`config.mk`:
```
export PLATFORM = sky130hd
export DESIGN_NAME = cordic_request_arbiter_flat
export DESIGN_NICKNAME = d
export VERILOG_FILES = /design/src/rtl/cordic_request_arbiter_if.sv /design/src/rtl/cordic_request_arbiter.sv /design/src/flat_wrapper.sv
export SDC_FILE = /design/constraint.sdc
export NUM_CORES = 1
export LEC_CHECK = 0
export BUFFER_PORTS_ARGS = -buffer_cell sky130_fd_sc_hd__buf_2
export CAP_MARGIN = 5
export CORE_AREA = 2 2 224 226
export CTS_BUF_LIST = sky130_fd_sc_hd__clkbuf_16
export DETAILED_ROUTE_END_ITERATION = 12
export DIE_AREA = 0 0 226 228
export GPL_ROUTABILITY_DRIVEN = 0
export PLACE_DENSITY = 0.49
export SLEW_MARGIN = 10
export SYNTH_ARGS = -nofsm -noshare
export SYNTH_HDL_FRONTEND = slang
export SYNTH_SLANG_ARGS = --single-unit
```
`constraint.sdc`:
```
create_clock -name clk -period 2.07 [get_ports clk]
set_clock_uncertainty 0.1 [all_clocks]
set_input_delay 0.1035 -clock clk [delete_from_list [all_inputs] [get_ports clk]]
set_output_delay 0.1035 -clock clk [all_outputs]
set_load 0.005 [all_outputs]
```
`src/rtl/cordic_request_arbiter_if.sv`:
```
// Request/response/core bundle for the shared CORDIC arbiter.
// master = arbiter side, slave = requesters, consumer and core side.
interface cordic_request_arbiter_if #(
    parameter int NUM_REQ = 4,
    parameter int WIDTH   = 32,
    parameter int ID_W    = 2
);
    logic [NUM_REQ-1:0]       req_valid;
    logic [NUM_REQ-1:0]       req_ready;
    logic [NUM_REQ*4-1:0]     req_op;
    logic [NUM_REQ*WIDTH-1:0] req_x;
    logic [NUM_REQ*WIDTH-1:0] req_y;
    logic [NUM_REQ*WIDTH-1:0] req_z;

    logic             rsp_valid;
    logic             rsp_ready;
    logic [ID_W-1:0]  rsp_id;
    logic [WIDTH-1:0] rsp_result;
    logic             rsp_err;

    logic             core_enable;
    logic [3:0]       core_op;
    logic [WIDTH-1:0] core_x;
    logic [WIDTH-1:0] core_y;
    logic [WIDTH-1:0] core_z;
    logic [WIDTH-1:0] core_result;
    logic             core_done;

    modport master (
        input  req_valid, req_op, req_x, req_y, req_z,
        output req_ready,
        input  rsp_ready,
        output rsp_valid, rsp_id, rsp_result, rsp_err,
        output core_enable, core_op, core_x, core_y, core_z,
        input  core_result, core_done
    );

    modport slave (
        output req_valid, req_op, req_x, req_y, req_z,
        input  req_ready,
        output rsp_ready,
        input  rsp_valid, rsp_id, rsp_result, rsp_err,
        input  core_enable, core_op, core_x, core_y, core_z,
        output core_result, core_done
    );
endinterface

```
`src/rtl/cordic_request_arbiter.sv`:
```
// Round-robin arbiter sharing one CORDIC core among NUM_REQ requesters.
// Optional WAIT watchdog enabled by defining CORDIC_ARB_WATCHDOG_EN.
module cordic_request_arbiter #(
    parameter int NUM_REQ        = 4,
    parameter int WIDTH          = 32,
    parameter int ID_W           = 2,
    parameter int TIMEOUT_CYCLES = 255
) (
    input  logic clk,
    input  logic rst_n,
    cordic_request_arbiter_if.master bus
);

    typedef enum logic [1:0] {
        IDLE,
        ISSUE,
        WAIT,
        RESP
    } state_t;

    state_t state_q, state_d;

    logic [ID_W-1:0]    ptr_q, ptr_d;
    logic [ID_W-1:0]    win_id;
    logic               win_found;
    logic [NUM_REQ-1:0] grant;
    logic               hs;
    logic               first_q, first_d;
    logic               done_ok;
    logic               timeout;

    logic [3:0]       op_q, op_d;
    logic [WIDTH-1:0] x_q, x_d;
    logic [WIDTH-1:0] y_q, y_d;
    logic [WIDTH-1:0] z_q, z_d;
    logic [ID_W-1:0]  id_q, id_d;
    logic             rv_q, rv_d;
    logic [WIDTH-1:0] res_q, res_d;
    logic             err_q, err_d;

    function automatic logic [ID_W-1:0] rr_idx(
        input logic [ID_W-1:0] base,
        input int              k
    );
        int s;
        s = int'(base) + k;
        if (s >= NUM_REQ) s = s - NUM_REQ;
        return s[ID_W-1:0];
    endfunction

    // Reverse scan so the closest valid requester after ptr wins.
    always_comb begin
        win_found = 1'b0;
        win_id    = '0;
        for (int k = NUM_REQ - 1; k >= 0; k--) begin
            if (bus.req_valid[rr_idx(ptr_q, k)]) begin
                win_found = 1'b1;
                win_id    = rr_idx(ptr_q, k);
            end
        end
    end

    always_comb begin
        grant = '0;
        if (win_found && rst_n) grant[win_id] = 1'b1;
    end

    assign hs      = (state_q == IDLE) && win_found;
    assign done_ok = (state_q == WAIT) && !first_q && bus.core_done;

`ifdef CORDIC_ARB_WATCHDOG_EN
    logic [15:0] wd_q, wd_d;

    always_comb begin
        wd_d = wd_q;
        if (state_q == ISSUE)     wd_d = '0;
        else if (state_q == WAIT) wd_d = wd_q + 16'd1;
    end

    assign timeout = (state_q == WAIT) && !done_ok &&
                     (wd_q == 16'(TIMEOUT_CYCLES - 1));

    always_ff @(posedge clk or negedge rst_n) begin
        if (!rst_n) wd_q <= '0;
        else        wd_q <= wd_d;
    end
`else
    assign timeout = 1'b0;
`endif

    always_ff @(posedge clk or negedge rst_n) begin
        if (!rst_n) state_q <= IDLE;
        else        state_q <= state_d;
    end

    always_comb begin
        state_d = state_q;
        unique case (state_q)
            IDLE:    if (win_found) state_d = ISSUE;
            ISSUE:   state_d = WAIT;
            WAIT:    if (done_ok || timeout) state_d = RESP;
            RESP:    if (bus.rsp_ready) state_d = IDLE;
            default: state_d = IDLE;
        endcase
    end

    always_comb begin
        bus.req_ready   = '0;
        bus.core_enable = 1'b0;
        unique case (state_q)
            IDLE:    bus.req_ready   = grant;
            ISSUE:   bus.core_enable = 1'b1;
            default: ;
        endcase
    end

    always_comb begin
        ptr_d   = ptr_q;
        op_d    = op_q;
        x_d     = x_q;
        y_d     = y_q;
        z_d     = z_q;
        id_d    = id_q;
        first_d = first_q;
        rv_d    = rv_q;
        res_d   = res_q;
        err_d   = err_q;
        if (hs) begin
            ptr_d = rr_idx(win_id, 1);
            op_d  = bus.req_op[int'(win_id)*4 +: 4];
            x_d   = bus.req_x[int'(win_id)*WIDTH +: WIDTH];
            y_d   = bus.req_y[int'(win_id)*WIDTH +: WIDTH];
            z_d   = bus.req_z[int'(win_id)*WIDTH +: WIDTH];
            id_d  = win_id;
        end
        // A done left high by the previous op must not end this one.
        if (state_q == ISSUE) first_d = 1'b1;
        if (state_q == WAIT)  first_d = 1'b0;
        if (done_ok) begin
            rv_d  = 1'b1;
            res_d = bus.core_result;
            err_d = 1'b0;
        end else if (timeout) begin
            rv_d  = 1'b1;
            res_d = '0;
            err_d = 1'b1;
        end
        if (state_q == RESP && bus.rsp_ready) rv_d = 1'b0;
    end

    always_ff @(posedge clk or negedge rst_n) begin
        if (!rst_n) begin
            ptr_q   <= '0;
            op_q    <= '0;
            x_q     <= '0;
            y_q     <= '0;
            z_q     <= '0;
            id_q    <= '0;
            first_q <= 1'b0;
            rv_q    <= 1'b0;
            res_q   <= '0;
            err_q   <= 1'b0;
        end else begin
            ptr_q   <= ptr_d;
            op_q    <= op_d;
            x_q     <= x_d;
            y_q     <= y_d;
            z_q     <= z_d;
            id_q    <= id_d;
            first_q <= first_d;
            rv_q    <= rv_d;
            res_q   <= res_d;
            err_q   <= err_d;
        end
    end

    assign bus.core_op    = op_q;
    assign bus.core_x     = x_q;
    assign bus.core_y     = y_q;
    assign bus.core_z     = z_q;
    assign bus.rsp_valid  = rv_q;
    assign bus.rsp_id     = id_q;
    assign bus.rsp_result = res_q;
    assign bus.rsp_err    = err_q;

endmodule

```
`src/flat_wrapper.sv`:
```
// flat-port wrapper written by rule: the top's interface ports become plain ports
module cordic_request_arbiter_flat 
#(
    parameter int NUM_REQ        = 4,
    parameter int WIDTH          = 32,
    parameter int ID_W           = 2,
    parameter int TIMEOUT_CYCLES = 255
)
  (clk, rst_n, bus_req_valid, bus_req_op, bus_req_x, bus_req_y, bus_req_z, bus_req_ready, bus_rsp_ready, bus_rsp_valid, bus_rsp_id, bus_rsp_result, bus_rsp_err, bus_core_enable, bus_core_op, bus_core_x, bus_core_y, bus_core_z, bus_core_result, bus_core_done);
  cordic_request_arbiter_if #(.NUM_REQ(NUM_REQ), .WIDTH(WIDTH), .ID_W(ID_W)) bus_i ();
  input  logic clk;
  input  logic rst_n;
  input wire logic [$bits(bus_i.req_valid)-1:0] bus_req_valid;
  input wire logic [$bits(bus_i.req_op)-1:0] bus_req_op;
  input wire logic [$bits(bus_i.req_x)-1:0] bus_req_x;
  input wire logic [$bits(bus_i.req_y)-1:0] bus_req_y;
  input wire logic [$bits(bus_i.req_z)-1:0] bus_req_z;
  output wire logic [$bits(bus_i.req_ready)-1:0] bus_req_ready;
  input wire logic [$bits(bus_i.rsp_ready)-1:0] bus_rsp_ready;
  output wire logic [$bits(bus_i.rsp_valid)-1:0] bus_rsp_valid;
  output wire logic [$bits(bus_i.rsp_id)-1:0] bus_rsp_id;
  output wire logic [$bits(bus_i.rsp_result)-1:0] bus_rsp_result;
  output wire logic [$bits(bus_i.rsp_err)-1:0] bus_rsp_err;
  output wire logic [$bits(bus_i.core_enable)-1:0] bus_core_enable;
  output wire logic [$bits(bus_i.core_op)-1:0] bus_core_op;
  output wire logic [$bits(bus_i.core_x)-1:0] bus_core_x;
  output wire logic [$bits(bus_i.core_y)-1:0] bus_core_y;
  output wire logic [$bits(bus_i.core_z)-1:0] bus_core_z;
  input wire logic [$bits(bus_i.core_result)-1:0] bus_core_result;
  input wire logic [$bits(bus_i.core_done)-1:0] bus_core_done;
  assign bus_i.req_valid = bus_req_valid;
  assign bus_i.req_op = bus_req_op;
  assign bus_i.req_x = bus_req_x;
  assign bus_i.req_y = bus_req_y;
  assign bus_i.req_z = bus_req_z;
  assign bus_req_ready = bus_i.req_ready;
  assign bus_i.rsp_ready = bus_rsp_ready;
  assign bus_rsp_valid = bus_i.rsp_valid;
  assign bus_rsp_id = bus_i.rsp_id;
  assign bus_rsp_result = bus_i.rsp_result;
  assign bus_rsp_err = bus_i.rsp_err;
  assign bus_core_enable = bus_i.core_enable;
  assign bus_core_op = bus_i.core_op;
  assign bus_core_x = bus_i.core_x;
  assign bus_core_y = bus_i.core_y;
  assign bus_core_z = bus_i.core_z;
  assign bus_i.core_result = bus_core_result;
  assign bus_i.core_done = bus_core_done;
  cordic_request_arbiter #(.NUM_REQ(NUM_REQ), .WIDTH(WIDTH), .ID_W(ID_W), .TIMEOUT_CYCLES(TIMEOUT_CYCLES)) u_core (.clk(clk), .rst_n(rst_n), .bus(bus_i));
endmodule
```
==> results.txt, run 1 <==
Outcome: finished, violations left
Failing checks: setup timing
Final #Nets: 2405
Worst Hold Class: in -> reg
CP endpoint kind: output pin
Critical path required time: 1.87 ns
DR WL/cell: 21.31 microns
IO buf count: 579
Die Height: 228 microns
Worst VDD drop: 587.5 uV
RSZ-0062 raised after global routing: yes
Grt ovf: 0
Register bit total from synthesis: 140
Root Buffer: clkbuf_16
Syn Inst Count: 929
Critical path endpoint: bus_req_ready[0]
CP max stage delay: 0.41 ns
Vias in the first global route: 12873
FF-to-FF End: u_core.bus.core_x[2]
Antenna Nets Post-Route: 0
CP Cell Sequence: mux2i_2 > a2bb2oi_4 > buf_12 > and2_4 > nor3_4 > buf_2
Syn_area_per_cell: 9.059 sq um
Total Neg Setup Slack: -0.4839 ns
Max FO, Critical Path: 5
R2R Path Start: u_core.ptr_q[1]
DRC: 0
CTS tree: done
# clock sinks: 140
Worst path slowest cell: dfrtp_2
Design Area, Final: 19630 sq um
Final Hold Fails: 0
Final min period: 2.120 ns
Worst-Skew Late Latency: 0.48 ns
Final Util: 39.77%
Sequential share of the synthesized area: 41.63%
IO Count: 581
Layout cell share with drive strength beyond 1: 51.14%
Clk buf depth: 2
Antenna violations before repair: 5
Worst Setup SP: u_core.ptr_q[1]
Critical path type: reg -> out
Number of endpoints failing setup at the final stage: 24
Max cap viols: 0
Mapped cell area: 8416 sq um
Maximum number of pins on one net before global-route repair: 95
Pwr Total: 22.35 mW
CTS buffer count: 17
Synth warnings: 0
Row count: 82
Max-slew violations: 0
Die X-Extent: 226 microns
CORE AREA: 49350 sq um
Top FF cell, synth: dfrtp_1
Initial core utilization: 17.05%
CP arrival: 1.92 ns
Max Freq: 471.8 MHz
CTS H-Tree Depth: 4
Initial DRC Count: 744
Async SR Flop Fraction: 100.0%
DRT Pass-1 Iters: 5
Worst reg-to-reg path cell count: 9
Vias post-DR: 12641
Fillcell total: 4587
Total GRT Usage: 17.94%
R2R setup slack: -0.04 ns
Hold_ws: 0.01908 ns
Post-synth EDFFs: 0
DP Wirelength: 27980 microns
Post-Route WL: 56460 microns
Area delta synth->final: 133.2%
Vias/cell: 4.772
DIE AREA: 51530 sq um
Ratio of final minimum period to clock period: 102.4%
Pwr per Cell Area: 1139 nW/um^2
First-pass GRT wire length: 70930 microns
Critical Path Source Type: flip-flop
Hold Path Origin: bus_req_y[121]
CTS clk-pin slew, worst paths: 0.07 ns
Syn nets: 1374
Pleak: 8.957 nW
DP Area: 12430 sq um
Final worst slack: -0.04974 ns
Library cells used by synthesis: 32
-- timing repair --
action                                  in CTS  in global routing
hold buffers                               410                  0
endpoints found under the setup margin      11                101
resized for setup                           49                238
pin swaps                                    7                 96
endpoints found under the hold margin      275                  0
buffers inserted                            25                 14
gates cloned                                 8                 23
-- registers in the layout (all words and copies together) (netlist names) --
signal and cells:
u_core.ptr_q 2, u_core.bus.core_z 32, u_core.bus.rsp_id 2, u_core.state_q 2, u_core.bus.core_op 4, u_core.bus.core_x 32, u_core.first_q 1, u_core.bus.rsp_valid 1
u_core.bus.core_y 32, u_core.bus.rsp_result 32
-- final cells by class --
class                      instances  area [sq um]  area share (%)
inverter                           6         22.52          0.1148
clock inverter                    15         141.4          0.7204
tap                              672         840.8           4.284
timing repair buffer            1116          8940           45.55
multi-input combinational        679          5739           29.24
antenna                            4         10.01         0.05100
clock buffer                      17         425.4           2.168
sequential                       140          3506           17.86
-- how the worst min path moves through the flow --
stage                                to  slack, ns  cells after the start
3_5_place_dp   u_core.bus.rsp_result[6]       0.11                      2
6_report          u_core.bus.core_y[25]       0.02                      4
4_1_cts           u_core.bus.core_y[29]      0.002                      4
2_1_floorplan     u_core.bus.core_op[0]      -0.29                      0
5_1_grt           u_core.bus.core_y[25]      0.001                      4
3_3_place_gp          u_core.state_q[1]       0.11                      2
-- cell usage after synthesis, drive strengths merged (2+ instances only) --
cell / number / area share (%)
buf: 64 / 3.9
nand2b: 2 / 0.15
and2: 2 / 0.15
clkbuf: 40 / 1.8
o21ai: 6 / 0.36
dfrtp: 140 / 42
nor2: 102 / 4.5
a21o: 2 / 0.18
inv: 6 / 0.27
mux2i: 2 / 0.24
a211oi: 200 / 18
nor3: 104 / 6.8
mux2: 32 / 4.3
and3: 200 / 15
nand3: 2 / 0.12
nand2: 9 / 0.40
ha: 5 / 0.74
-- placed cells by master (no fill, tap or decap), types with 26 or more instances in the layout --
cell type,netlist,final
buf_12,0,26
mux2_2,32,32
nor2_1,102,101
and3_1,200,187
dfrtp_1,140,138
nor3_1,94,68
buf_4,4,57
a211oi_2,10,144
buf_2,60,578
a211oi_4,0,28
dlygate4sd3_1,0,410
nor3_2,10,33
clkbuf_16,0,33
a211oi_1,190,28
-- metrics by stage --
stage	worst slack [ns]	cells
3_5_place_dp	-0.1366	2136
5_1_grt	-0.1396	2648
3_3_place_gp	-0.1233	2136
4_1_cts	-0.09430	2610
2_1_floorplan	0.2205	929
6_report	-0.04974	2649
-- cell families (layout without fill, tap and decap cells) --
kind of cell               count (synthesis)  count (layout)  synth area share [%]
AOI/OAI and AO/OA                        213             213                 19.55
xor gates and xnor gates                   1               1                0.1041
adders and majority gates                  5               5                0.7434
buffers and inverters                    110            1154                 5.977
DFF                                      140             140                 41.63
muxes                                     34              34                 4.520
other                                      1               5               0.04456
and+or+nand+nor                          425             425                 27.43
-- routing by layer --
| metal | GRT usage (%) | vias up | wire length (microns) |
|---|---|---|---|
| met5 | 0 | - | 57 |
| met4 | 11.49 | 8 | 3150 |
| met3 | 4.753 | 231 | 4484 |
| met2 | 30.92 | 848 | 28170 |
| met1 | 19.33 | 6011 | 20600 |
| li1 | - | 5543 | - |
-- worst max-delay path, delay by kind of cell (launching register included) --
kind,cells,cell delay (ns)
and+or+nand+nor,2,0.32
buffers and inverters,2,0.30
AOI/OAI and AO/OA,1,0.13
DFF,1,0.41
muxes,1,0.28
-- power breakdown --
part           switching, mW  internal [mW]
Clock                   1.44           1.67
Sequential             0.807           4.16
Combinational           7.31           6.95
Total                   9.56           12.8
No activity file was read; power rests on OpenSTA's default activity.
==> run 2, diff against run 1 <==
- clock period: 2.07 -> 1.99 ns (I/O delays scaled with it)
==> run 2 against run 1 <==
  * The run still ends with setup timing left
  * Non-clock buffer count down 6
  * Worst setup slack worse by 0.093 ns
  * Count of clock-buffer cells in the layout did not move
  * Worst hold slack improved by 0.013 ns
  * Cell count is 0.23% lower
  * Highest routed layer is now met4
  * First-iteration DRC count decreased by 10%
  * Sequential power grew 4%
  * Die area unchanged
  * Via count decreased by 1.5%
==> results.txt, run 2 (synthesized netlist as in run 1, its figures left out) <==
Post-Route WL: 52940 microns
Clock power share: 15.8%
Outcome: finished, violations left
DRC: 0
CTS buffer count: 17
DRT Pass-1 Iters: 5
Worst-Skew Late Latency: 0.47 ns
Die X-Extent: 226 microns
CTS H-Tree Depth: 4
Total GRT Usage: 18.72%
CTS tree: done
Critical Path Source Type: flip-flop
Antenna violations before repair: 4
Max Freq: 468.8 MHz
# clock sinks: 140
Combinational fraction of design power: 60.2%
CP arrival: 1.93 ns
Vias post-DR: 12448
Sw Ratio: 41.72%
Clk buf depth: 2
GRT met2 Usage: 32.21%
IO buf count: 579
Max cap viols: 0
Pwr per Cell Area: 1152 nW/um^2
Placement Setup Slack: -0.1963 ns
Worst path slowest cell: dfrtp_2
Critical path required time: 1.79 ns
Flop pwr share: 24.0%
IO Count: 581
Delay-heaviest family, CP: flip-flops
DIE AREA: 51530 sq um
Final Hold Fails: 0
Final #Nets: 2399
Vias in the first global route: 13204
CP Cell Sequence: mux2i_2 > a2bb2oi_4 > nand2_4 > buf_12 > buf_8 > nor3_2 > buf_2
Initial DRC Count: 666
Final worst slack: -0.1430 ns
Grt ovf: 0
Met1 GRT Util: 20.44%
Design Area, Final: 18680 sq um
Max-slew violations: 0
Failing checks: setup timing
Pwr Total: 21.51 mW
Vias/cell: 4.710
First-pass GRT wire length: 73280 microns
Area delta synth->final: 121.9%
Worst slew pin tran: 0.5267 ns
Sw Pwr: 8.976 mW
Root Buffer: clkbuf_16
Worst VDD drop: 643.7 uV
Die Height: 228 microns
CTS clk-pin slew, worst paths: 0.07 ns
Pleak: 8.708 nW
RSZ-0062 raised after global routing: yes
DP Area: 12490 sq um
Hold path depth: 4
DR WL/cell: 20.03 microns
Slew HR: 64.89%
Internal Power: 12.54 mW
Number of endpoints failing setup at the final stage: 87
Initial core utilization: 17.05%
Ratio of final minimum period to clock period: 107.2%
Commonest non-fill, non-tap cell in the layout: buf_2
DP Wirelength: 28040 microns
CP endpoint kind: output pin
Met3 usage: 4.302%
Final min period: 2.133 ns
Antenna Nets Post-Route: 0
Busiest grt layer: met2
Worst Hold Class: in -> reg
Max FO, Critical Path: 7
Layout cell share with drive strength beyond 1: 44.79%
Row count: 82
Final Util: 37.84%
Worst reg-to-reg path cell count: 9
Most frequent cells in the layout: buf_2, dlygate4sd3_1, and3_1
Worst path buffer plus inverter count: 3
Levels on crit path: 7
Critical path type: reg -> out
CORE AREA: 49350 sq um
CP max stage delay: 0.45 ns
Maximum number of pins on one net before global-route repair: 75
## run 2: power by group through the flow
stage	Sequential [mW]	Clock, mW	Combinational, mW
final	5.16	3.41	12.9
after CTS	5.12	3.54	11.7
after global placement	5.11	0	9.54
after detailed placement	5.14	0	9.58
after global routing	5.30	3.63	13.8
after floorplan	5.19	0	5.03
## run 2: final timing paths
| path | start | endpoint | slack, ns |
|---|---|---|---|
| worst min-delay path | bus_req_x[100] | u_core.bus.core_x[4] | 0.03 |
| max in group asynchronous | rst_n | u_core.bus.core_x[22] | 1.09 |
| min in group asynchronous | rst_n | u_core.bus.core_y[27] | 0.28 |
| worst max register to register | u_core.ptr_q[1] | u_core.bus.core_op[1] | -0.14 |
| worst min register to register | u_core.bus.rsp_id[1] | u_core.bus.rsp_id[1] | 0.38 |
| worst max-delay path | u_core.ptr_q[1] | bus_req_ready[1] | -0.14 |
## run 2: metal layers
| layer | vias up | part of all wire (%) |
|---|---|---|
| met4 | 0 | 5.9 |
| met3 | 196 | 7.1 |
| met5 | - | 0 |
| met2 | 820 | 48 |
| met1 | 5875 | 39 |
| li1 | 5557 | - |
## run 2: worst reg2reg max path, cell delays in order (launching register included)
cell      delay (ns)
dfrtp_2         0.45
nand2b_4        0.15
a21o_4          0.22
buf_4           0.15
nand2_4         0.07
buf_12          0.11
buf_12          0.21
buf_16          0.21
a211oi_1        0.11
nor3_1          0.24
## run 2: timing repair
action / in CTS / in global routing
resized for setup: 75 / 61
setup endpoints to repair: 77 / 106
hold buffers: 417 / 0
endpoints found under the hold margin: 275 / 0
buffers inserted: 18 / 4
gates cloned: 12 / 12
pin swaps: 7 / 5
## run 2: cell type report
| class | count | area [sq um] |
|---|---|---|
| Clock buffer | 17 | 425.4 |
| Tap cell | 672 | 840.8 |
| Multi-Input combinational cell | 679 | 4981 |
| Sequential cell | 140 | 3506 |
| Timing Repair Buffer | 1110 | 8707 |
| Clock inverter | 15 | 182.7 |
| Inverter | 6 | 22.52 |
| Antenna cell | 4 | 10.01 |
| Fill cell | 4734 | 30670 |
## run 2: metrics by stage
step | hold WS, ns | TNS, ns | instances
finish | 0.03162 | -4.653 | 2643
global route | 0.04459 | -14.30 | 2641
CTS | 0.003541 | -9.205 | 2623
detailed placement | 0.06451 | -1.968 | 2144
global placement | 0.07010 | -0.8176 | 2144
floorplan | -0.2961 | 0 | 929
